File: src/rtl/config_loader_if.sv
// rtl/config_loader_if.sv - serial config stream and cluster write bus for config_loader
interface config_loader_if #(
  parameter int NUM_CLUSTERS = 8,
  parameter int CFG_W        = 16
);
  logic                    config_in;
  logic                    config_vld;
  logic                    err_clr;
  logic                    cfg_we;
  logic [7:0]              cfg_addr;
  logic [CFG_W-1:0]        cfg_data;
  logic [NUM_CLUSTERS-1:0] cfg_loaded;
  logic                    all_loaded;
  logic                    cfg_err;

  modport master (
    output config_in, config_vld, err_clr,
    input  cfg_we, cfg_addr, cfg_data, cfg_loaded, all_loaded, cfg_err
  );

  modport slave (
    input  config_in, config_vld, err_clr,
    output cfg_we, cfg_addr, cfg_data, cfg_loaded, all_loaded, cfg_err
  );
endinterface

File: src/rtl/config_loader.sv
// rtl/config_loader.sv - serial frame parser writing per-cluster config; CFG_CHECKSUM_EN adds a checksum byte
module config_loader #(
  parameter int          NUM_CLUSTERS = 8,
  parameter int          CFG_W        = 16,
  parameter logic [7:0]  SYNC         = 8'hA5
) (
  input logic            clk,
  input logic            rst,
  config_loader_if.slave bus
);

  typedef enum logic [2:0] {
    HUNT,
    ADDR,
    DATA,
`ifdef CFG_CHECKSUM_EN
    CHECK,
`endif
    COMMIT
  } state_t;

  localparam logic [6:0]  DATA_LAST = 7'(CFG_W - 1);
  localparam logic [31:0] NC_U      = NUM_CLUSTERS;

  state_t                  r_state;
  logic [7:0]              r_win;
  logic [7:0]              r_addr;
  logic [CFG_W-1:0]        r_data;
  logic [6:0]              r_cnt;
  logic                    r_we;
  logic [7:0]              r_cfg_addr;
  logic [CFG_W-1:0]        r_cfg_data;
  logic [NUM_CLUSTERS-1:0] r_loaded;
  logic                    r_err;

  logic                    w_bit;
  logic                    w_vld;
  logic [7:0]              w_win_next;
  logic [7:0]              w_addr_next;
  logic [CFG_W-1:0]        w_data_next;
  logic                    w_addr_bad;
  logic [NUM_CLUSTERS-1:0] w_hot;

  assign w_bit       = bus.config_in;
  assign w_vld       = bus.config_vld;
  assign w_win_next  = {r_win[6:0], w_bit};
  assign w_addr_next = {r_addr[6:0], w_bit};
  assign w_data_next = {r_data[CFG_W-2:0], w_bit};
  assign w_addr_bad  = ({24'd0, r_addr} >= NC_U);

  // One-hot of the received address, used to mark the cluster as loaded
  always_comb begin
    w_hot = '0;
    for (int i = 0; i < NUM_CLUSTERS; i++) begin
      w_hot[i] = (r_addr == 8'(i));
    end
  end

`ifdef CFG_CHECKSUM_EN
  localparam int NB = CFG_W / 8;

  logic [7:0] r_ck;
  logic [7:0] w_ck_next;
  logic [7:0] w_csum;

  assign w_ck_next = {r_ck[6:0], w_bit};

  // Expected checksum: XOR of the address byte and every payload byte
  always_comb begin
    w_csum = r_addr;
    for (int i = 0; i < NB; i++) begin
      w_csum = w_csum ^ r_data[i*8 +: 8];
    end
  end
`endif

  // Frame parser FSM with registered write strobe, hold registers, loaded map and sticky error
  always_ff @(posedge clk or posedge rst) begin
    if (rst) begin
      r_state    <= HUNT;
      r_win      <= '0;
      r_addr     <= '0;
      r_data     <= '0;
      r_cnt      <= '0;
      r_we       <= 1'b0;
      r_cfg_addr <= '0;
      r_cfg_data <= '0;
      r_loaded   <= '0;
      r_err      <= 1'b0;
`ifdef CFG_CHECKSUM_EN
      r_ck       <= '0;
`endif
    end else begin
      r_we <= 1'b0;
      // A new error later in this block overrides a simultaneous clear
      if (bus.err_clr) begin
        r_err <= 1'b0;
      end
      case (r_state)
        HUNT: begin
          if (w_vld) begin
            if (w_win_next == SYNC) begin
              r_state <= ADDR;
              r_win   <= '0;
              r_cnt   <= '0;
            end else begin
              r_win <= w_win_next;
            end
          end
        end
        ADDR: begin
          if (w_vld) begin
            r_addr <= w_addr_next;
            if (r_cnt == 7'd7) begin
              r_cnt   <= '0;
              r_state <= DATA;
            end else begin
              r_cnt <= r_cnt + 7'd1;
            end
          end
        end
        DATA: begin
          if (w_vld) begin
            r_data <= w_data_next;
            if (r_cnt == DATA_LAST) begin
              r_cnt <= '0;
`ifdef CFG_CHECKSUM_EN
              r_state <= CHECK;
`else
              if (w_addr_bad) begin
                r_err   <= 1'b1;
                r_state <= HUNT;
              end else begin
                r_we       <= 1'b1;
                r_cfg_addr <= r_addr;
                r_cfg_data <= w_data_next;
                r_loaded   <= r_loaded | w_hot;
                r_state    <= COMMIT;
              end
`endif
            end else begin
              r_cnt <= r_cnt + 7'd1;
            end
          end
        end
`ifdef CFG_CHECKSUM_EN
        CHECK: begin
          if (w_vld) begin
            r_ck <= w_ck_next;
            if (r_cnt == 7'd7) begin
              r_cnt <= '0;
              if (w_addr_bad || (w_ck_next != w_csum)) begin
                r_err   <= 1'b1;
                r_state <= HUNT;
              end else begin
                r_we       <= 1'b1;
                r_cfg_addr <= r_addr;
                r_cfg_data <= r_data;
                r_loaded   <= r_loaded | w_hot;
                r_state    <= COMMIT;
              end
            end else begin
              r_cnt <= r_cnt + 7'd1;
            end
          end
        end
`endif
        COMMIT: begin
          // Any bit offered in this cycle is intentionally ignored
          r_state <= HUNT;
          r_win   <= '0;
        end
        default: begin
          r_state <= HUNT;
          r_win   <= '0;
        end
      endcase
    end
  end

  assign bus.cfg_we     = r_we;
  assign bus.cfg_addr   = r_cfg_addr;
  assign bus.cfg_data   = r_cfg_data;
  assign bus.cfg_loaded = r_loaded;
  assign bus.all_loaded = &r_loaded;
  assign bus.cfg_err    = r_err;

endmodule
File: src/flat_wrapper.sv
// flat-port wrapper written by rule: the top's interface ports become plain ports
module config_loader_flat 
#(
  parameter int          NUM_CLUSTERS = 8,
  parameter int          CFG_W        = 16,
  parameter logic [7:0]  SYNC         = 8'hA5
)
  (clk, rst, bus_config_in, bus_config_vld, bus_err_clr, bus_cfg_we, bus_cfg_addr, bus_cfg_data, bus_cfg_loaded, bus_all_loaded, bus_cfg_err);
  config_loader_if #(.NUM_CLUSTERS(NUM_CLUSTERS), .CFG_W(CFG_W)) bus_i ();
  input logic clk;
  input logic rst;
  input wire logic [$bits(bus_i.config_in)-1:0] bus_config_in;
  input wire logic [$bits(bus_i.config_vld)-1:0] bus_config_vld;
  input wire logic [$bits(bus_i.err_clr)-1:0] bus_err_clr;
  output wire logic [$bits(bus_i.cfg_we)-1:0] bus_cfg_we;
  output wire logic [$bits(bus_i.cfg_addr)-1:0] bus_cfg_addr;
  output wire logic [$bits(bus_i.cfg_data)-1:0] bus_cfg_data;
  output wire logic [$bits(bus_i.cfg_loaded)-1:0] bus_cfg_loaded;
  output wire logic [$bits(bus_i.all_loaded)-1:0] bus_all_loaded;
  output wire logic [$bits(bus_i.cfg_err)-1:0] bus_cfg_err;
  assign bus_i.config_in = bus_config_in;
  assign bus_i.config_vld = bus_config_vld;
  assign bus_i.err_clr = bus_err_clr;
  assign bus_cfg_we = bus_i.cfg_we;
  assign bus_cfg_addr = bus_i.cfg_addr;
  assign bus_cfg_data = bus_i.cfg_data;
  assign bus_cfg_loaded = bus_i.cfg_loaded;
  assign bus_all_loaded = bus_i.all_loaded;
  assign bus_cfg_err = bus_i.cfg_err;
  config_loader #(.NUM_CLUSTERS(NUM_CLUSTERS), .CFG_W(CFG_W), .SYNC(SYNC)) u_core (.clk(clk), .rst(rst), .bus(bus_i));
endmodule
File: config.mk
export PLATFORM = sky130hd
export DESIGN_NAME = config_loader_flat
export DESIGN_NICKNAME = d
export VERILOG_FILES = /design/src/rtl/config_loader_if.sv /design/src/rtl/config_loader.sv /design/src/flat_wrapper.sv
export SDC_FILE = /design/constraint.sdc
export NUM_CORES = 1
export LEC_CHECK = 0
export ABC_CLOCK_PERIOD_IN_PS = 2540
export CORE_MARGIN = 2
export CORE_UTILIZATION = 31
export DETAILED_ROUTE_END_ITERATION = 7
export PLACE_DENSITY = 0.61
export SLEW_MARGIN = 20
export SYNTH_ARGS = -nofsm -noshare
export SYNTH_HDL_FRONTEND = slang
export SYNTH_SLANG_ARGS = --single-unit
File: constraint.sdc
create_clock -name clk -period 2.54 [get_ports clk]
set_clock_uncertainty 0.1 [all_clocks]
set_input_delay 0.381 -clock clk [delete_from_list [all_inputs] [get_ports clk]]
set_output_delay 0.381 -clock clk [all_outputs]
set_load 0.005 [all_outputs]
==> flow_results.org <==
** Timing
- Setup repair after global routing left no endpoint under its margin.
- Worst-margin pin slew :: 673 ps
- Hold is met by 330 ps.
- Number of max-slew violations in the final report :: 0
- Maximum clock frequency :: 441 MHz
- Final clock period utilization by the worst path :: 0.892
- Number of hold violations in the final report :: 0
- Setup violations remaining at the end of the flow were counted as 0.
- For the finished layout, the period the worst path requires is 2270 ps.
- Slew HR :: 0.551
- Post-route setup TNS :: 0 ps

** Floorplan
- The initial utilization of the core area, before any placement, comes to 0.321.
- For this design the top-level I/O count stands at 40.
- In this run the core area contains 35 standard-cell rows.
- Placeable Area :: 0.00933 mm2
- Die outline height :: 102 um
- Die ar. :: 0.0105 mm2
- The die is 102 um wide.

** Clocking
- The root buffer cell chosen for the clock tree is sky130_fd_sc_hd__clkbuf_8.
- Buffers inserted to repair hold after CTS numbered 0.
- Buffers inserted during post-CTS setup optimization :: 0
- Clock slew at the register clock pins of the worst setup and hold paths :: 80 ps
- Insertion delay to the later sink of the worst-skew pair :: 340 ps
- H-tree lvl count :: 3
- TritonCTS built the clock tree.
- Clk sinks :: 73
- Maximum count of clock buffers along a single path :: 2
- Cts bufs inserted :: 9
- Post-CTS repair changed the size of 0 cells.

** GRT
- Antenna violations before repair :: 0
- For this run, the total global-route usage over all layers was measured as 0.117.
- Global-route wire length before repair :: 9380 um
- Largest net degree at the start of global routing :: 74
- Via count of the first global-routing pass :: 1873
- After global routing the overflow that remains totals 0.

** Synth
- Counting flops and latches in the post-synthesis netlist gives 73.
- Synth Area in Adders :: 0.0209
- After synthesis, the mean cell area works out to 13.5 um2.
- Of the synthesized area, sequential elements account for 0.610.
- The cell area that synthesis handed to floorplanning was 0.00300 mm2.
- Synthesized-area fraction occupied by ao, oa, aoi and oai cells :: 0.104
- Synthesis Warnings :: 0
- Measured against the total synthesized area, the mux share comes to 0.150.
- Synthesized Nets :: 232
- Share of the synthesized netlist area taken by xor and xnor gates :: 0
- Main combinational cell family by area after synthesis :: multiplexers
- After technology mapping, the gate count stands at 222.
- Synth unique cells :: 37
- Counting flops with a built-in enable in the synthesized netlist gives 0.
- Of all flip-flops after synthesis, the portion carrying an async set or reset was 1.00.
- Most used flip-flop cell after synthesis :: sky130_fd_sc_hd__dfrtp_1
- Area fraction in and, or, nand and nor cells after synthesis :: 0.0898

** Critical path
- Data on the critical path is required at its endpoint by 2670 ps.
- The setup path with the least slack is of type reg2reg.
- CP Max Fanout :: 9
- STA classifies the critical path startpoint as a flip-flop.
- STA classifies the critical path endpoint as a flip-flop.
- Data arrives at the worst endpoint at 2400 ps.

** Flow run
- The tool flagged a number of max-cap violations equal to 0.

** Min path
- The tightest min-delay check is of the in2async type.

** Routing
- Routed vias :: 1878
- Routed wire length :: 5550 um
- For this run, the detailed router's first-pass iteration total came to 4.
- DR iter-0 viols :: 110
- For this run, design rule violations remaining after detail routing come to 0.
- Via density per instance :: 4.66
- In the final routed layout, each cell accounts on average for 13.8 um.
- In this run the remaining antenna-violating nets after routing total 0.

** Power
- Power spread over the standard cell area amounts to 805 mW/mm2.
- VDD sags by at most 374 uV.
- For this design the static power due to leakage is 0.00178 uW.

** Final layout
- In the final layout, the share of cells above drive strength 1 is 0.255.
- Relative to the synthesized area, the layout overhead comes to 25.6%.
- For this run, the post-layout net count is 279.
- The repair_antennas step left the layout with diodes totalling 0.

** Placement
- Final RePlAce weighted congestion :: 0.808
- Port bufs :: 39
- The HPWL after detailed placement is 3570 um.

** Status
- The flow ran to the end, and the final reports show no timing, DRC or antenna violations.
==> cell families (layout without fill, tap and decap cells) <==
| family | Yosys count | in the layout |
|---|---|---|
| flip-flops | 73 | 73 |
| AND/OR/NAND/NOR | 48 | 48 |
| multiplexers | 40 | 40 |
| adder cells (fa/ha/maj) | 5 | 5 |
| AO/OA/AOI/OAI | 40 | 40 |
| buffers and inverters | 16 | 68 |
==> report_power, final <==
| part | switching (uW) | leakage [uW] | internal (uW) | total, uW |
|---|---|---|---|---|
| clock network | 443 | 0.0000889 | 456 | 899 |
| registers | 151 | 0.00100 | 1300 | 1450 |
| logic | 382 | 0.000686 | 300 | 682 |
==> cells in the mapped netlist, drive strengths merged, types with 2 or more instances <==
cell type	instances	share of area
a31o	4	0.012
o31ai	2	0.0050
nand3	3	0.0050
buf	6	0.013
nand2	10	0.013
clkbuf	2	0.0025
dfrtp	73	0.61
a21o	5	0.013
nor2	10	0.013
o21ai	7	0.012
inv	8	0.010
a41o	3	0.010
nor2b	6	0.013
o22ai	2	0.0042
nand4bb	2	0.0075
nor3	6	0.012
nand4	3	0.0063
a211oi	2	0.0050
or2	2	0.0042
ha	5	0.021
mux2	40	0.15
a22o	10	0.029
==> metal layers <==
layer,vias to the layer above,global-route usage,share of wire
met5,-,0,0
met1,944,0.157,0.48
li1,907,-,-
met4,0,0.0400,0.010
met3,5,0.0492,0.040
met2,22,0.172,0.47
==> sequential cells by signal, summed over array words and instances, names as in the netlist <==
signal / flops
u_core.r_win: 7
u_core.bus.cfg_we: 1
u_core.bus.cfg_addr: 8
u_core.r_cnt: 7
u_core.bus.cfg_loaded: 8
u_core.bus.cfg_data: 16
u_core.bus.cfg_err: 1
u_core.r_addr: 8
u_core.r_state: 2
u_core.r_data: 15
==> critical path, cell delays in order (launching register included) <==
cell	delay (ps)
sky130_fd_sc_hd__dfrtp_1	430
sky130_fd_sc_hd__inv_1	120
sky130_fd_sc_hd__ha_1	270
sky130_fd_sc_hd__nor2_1	90
sky130_fd_sc_hd__o21a_1	190
sky130_fd_sc_hd__a32oi_1	530
sky130_fd_sc_hd__nor3_1	160
sky130_fd_sc_hd__a22o_1	260
==> placed cells by master, fill, tap and decap left out, types with 4 or more instances in the layout <==
cell type / instances
sky130_fd_sc_hd__dfrtp_1: 73
sky130_fd_sc_hd__mux2_2: 40
sky130_fd_sc_hd__clkdlybuf4s50_1: 39
sky130_fd_sc_hd__nor2_1: 10
sky130_fd_sc_hd__nand2_1: 10
sky130_fd_sc_hd__a22o_1: 10
sky130_fd_sc_hd__clkbuf_8: 9
sky130_fd_sc_hd__inv_1: 7
sky130_fd_sc_hd__o21ai_0: 7
sky130_fd_sc_hd__nor2b_1: 6
sky130_fd_sc_hd__nor3_1: 5
sky130_fd_sc_hd__a21o_1: 5
sky130_fd_sc_hd__ha_1: 5
sky130_fd_sc_hd__a31o_2: 4
==> metrics by stage <==
stage                     cell area (um2)  setup slack [ps]  std cells  total power, uW  utilization
after floorplan                      3000               206        222             1970            -
after global placement               3570               249        387             2140        0.383
after detailed placement             3570               196        387             2160        0.383
after CTS                            3760               274        403             3070        0.403
after global routing                 3760              80.8        403             3240        0.403
final                                3760               273        403             3030        0.403
==> layout make-up <==
| cell class | count | area, um2 |
|---|---|---|
| Fill cell | 877 | 5560 |
| Sequential cell | 73 | 1830 |
| Multi-Input combinational cell | 133 | 1100 |
| Timing Repair Buffer | 44 | 453 |
| Tap cell | 129 | 161 |
| Clock buffer | 10 | 128 |
| Clock inverter | 6 | 66.3 |
| Inverter | 8 | 30.0 |
==> final timing paths <==
| check | start | endpoint | slack (ps) | depth (start not counted) |
|---|---|---|---|---|
| min in group clk | u_core.bus.cfg_loaded[0] | u_core.bus.cfg_loaded[0] | 400 | 1 |
| max in group asynchronous | rst | u_core.r_cnt[4] | 1710 | 3 |
| min | rst | u_core.bus.cfg_data[8] | 330 | 3 |
| max | u_core.r_state[0] | u_core.r_cnt[3] | 270 | 7 |
| max reg2reg | u_core.r_state[0] | u_core.r_cnt[3] | 270 | 7 |
| min reg2reg | u_core.bus.cfg_loaded[0] | u_core.bus.cfg_loaded[0] | 400 | 1 |
Note: power is estimated with default switching activity, not from simulation.
==> RTL edit: new RTL, config.mk and constraints unchanged <==
Make the reset (`rst`) synchronous in one clocked block.
--- a/src/rtl/config_loader.sv
+++ b/src/rtl/config_loader.sv
@@ -75,7 +75,7 @@
 `endif
 
   // Frame parser FSM with registered write strobe, hold registers, loaded map and sticky error
-  always_ff @(posedge clk or posedge rst) begin
+  always_ff @(posedge clk) begin
     if (rst) begin
       r_state    <= HUNT;
       r_win      <= '0;
Behaviour: no difference found for any inputs over 10 cycles, from zero or initial values and one cycle with rst high; that may be too few to reach the edited logic, so the function may still have changed.
==> RTL edit against the original RTL <==
Via count increased by 31%. Largest cell class unchanged. Synthesized area shrank 2.9%. Routed wire length rose by 11%. Setup slack better by 0.19 ns. Design area is 4.4% lower. Sequential cell count unchanged.
Power is not compared: it rests on default switching activity, and its combinational part moved more than twofold at a synthesized area within 25%.
==> RTL edit: results (changes against the original RTL) <==
Setup path
  – Worst-path maximum fanout: 19 (+10)
  – CP peak stage delay: 0.56 ns (+0.03 ns)
  – Delay-heaviest family, CP: simple AND/OR/NAND/NOR gates
  – Crit-path slowest cell: or2_1
  – CP startpoint: u_core.r_state[0]
  – Critical path arrival: 2.25 ns (-0.15 ns)

Logic synthesis
  – Synth top area cells: dfxtp_1, nand2_1, a21oi_1, nor2_1, nand3_1
  – Sequential cell area fraction in the yosys report: 0.503 (-0.107)
  – Ys async rst share: 0 (-1.00)
  – YS warnings: 0 (unchanged)
  – Synth Net Count: 361 (+56%)
  – Post-synth top cells: nand2_1, dfxtp_1, a21oi_1
  – Netlist cell types: 42 (+14%)

Drt
  – 1st-iter DRT viols: 140 (+27%)
  – Drt first pass iters: 4 (unchanged)
  – Vias post-DR: 2465 (+31%)
  – Post-Route WL: 6160 um (+11%)

Min path
  – Hold_sp: u_core.bus.cfg_data[14]
  – HP Class: reg2reg

Clocking
  – Num CTS Buffers: 9 (unchanged)
  – Resized Gates After CTS: 0 (unchanged)
  – Root buffer cell: clkbuf_8
  – Clock-pin slew on the worst setup and hold paths: roughly 0.070 ns
  – Cts hold-fix bufs: 0 (unchanged)
  – H-tree depth: 3 (unchanged)
  – Setup Buffers After CTS: 0 (unchanged)
  – Clock Latency Late Sink: 0.34 ns (about the same)
  – Worst-case clock buffer depth: 2 (unchanged)

Final layout
  – Max reg flops: 16 (unchanged)
  – Layout cells sized above 1: 0.0891 (-0.166)
  – Fin nets: 398 (+43%)
  – Antenna Cells: 0 (unchanged)
  – Fillers: 917 (+4.6%)

Power
  – Max IR drop VDD: 357 uV
  – Pleak: 0.00122 uW
  – Net Sw Frac: 0.216

Placement
  – # port buffers: 39 (unchanged)
  – Hpwl dp: 4250 um (+19%)
  – GP Congestion: 0.766 (-5.2%)
  – Pre-CTS WS: 0.261 ns (+0.0649 ns)

Global routing
  – GRT Total Usage: 0.129 (+0.0120)
  – Pin count of the biggest net entering global routing: 41 (-45%)
  – First-pass GRT wire length: 10700 um (+14%)
  – Vias in the first global route: 2275 (+21%)
  – Initial antenna violation count: 0 (unchanged)

Run status
  – Outcome: finished, final reports clean

STA
  – Slew @ Worst Pin: 0.724 ns (+0.0511 ns)
## RTL edit: path summary, 6_finish.rpt
kind	to	slack, ns	cells past startpoint
min	u_core.bus.cfg_data[14]	0.35	2
min reg2reg	u_core.bus.cfg_data[14]	0.35	2
max reg2reg	u_core.bus.cfg_addr[1]	0.47	7
max	u_core.bus.cfg_addr[1]	0.47	7
## RTL edit: cells by family after synthesis
group | after synthesis | share of synthesized area
compound gates | 83 | 0.164
simple gates | 159 | 0.259
fa+ha+maj | 5 | 0.0215
mux | 2 | 0.00688
buf+inv | 29 | 0.0456
flops | 73 | 0.503
## RTL edit: area by class of cell
type	instances	area share
sequential	73	0.406
multi-input combinational	249	0.365
timing repair buffer	46	0.122
clock buffer	11	0.0421
tap	111	0.0386
clock inverter	5	0.0174
inverter	9	0.00938
## RTL edit: power by group through the flow
stage | combinational, uW | clock, uW | sequential (uW)
CTS | 40.9 | 974 | 1150
floorplan | 25.1 | 0 | 1170
global route | 45.5 | 1010 | 1150
global placement | 40.5 | 0 | 1170
finish | 40.8 | 941 | 1150
detailed placement | 40.8 | 0 | 1170
## RTL edit: routing by layer
layer / track usage / part of all wire / vias to the layer above
met2: 0.199 / 0.44 / 54
met5: 0 / 0 / -
met3: 0.0485 / 0.061 / 2
met4: 0.0327 / 0.0054 / 0
li1: - / - / 1269
met1: 0.171 / 0.49 / 1140
## RTL edit: through the flow
step | utilization | area, um^2 | std cells | hold slack, ns
global route | 0.393 | 3600 | 504 | 0.373
detailed placement | 0.370 | 3390 | 488 | 0.343
global placement | 0.370 | 3390 | 488 | 0.342
finish | 0.393 | 3600 | 504 | 0.353
CTS | 0.393 | 3600 | 504 | 0.354
floorplan | - | 2910 | 351 | 0.336
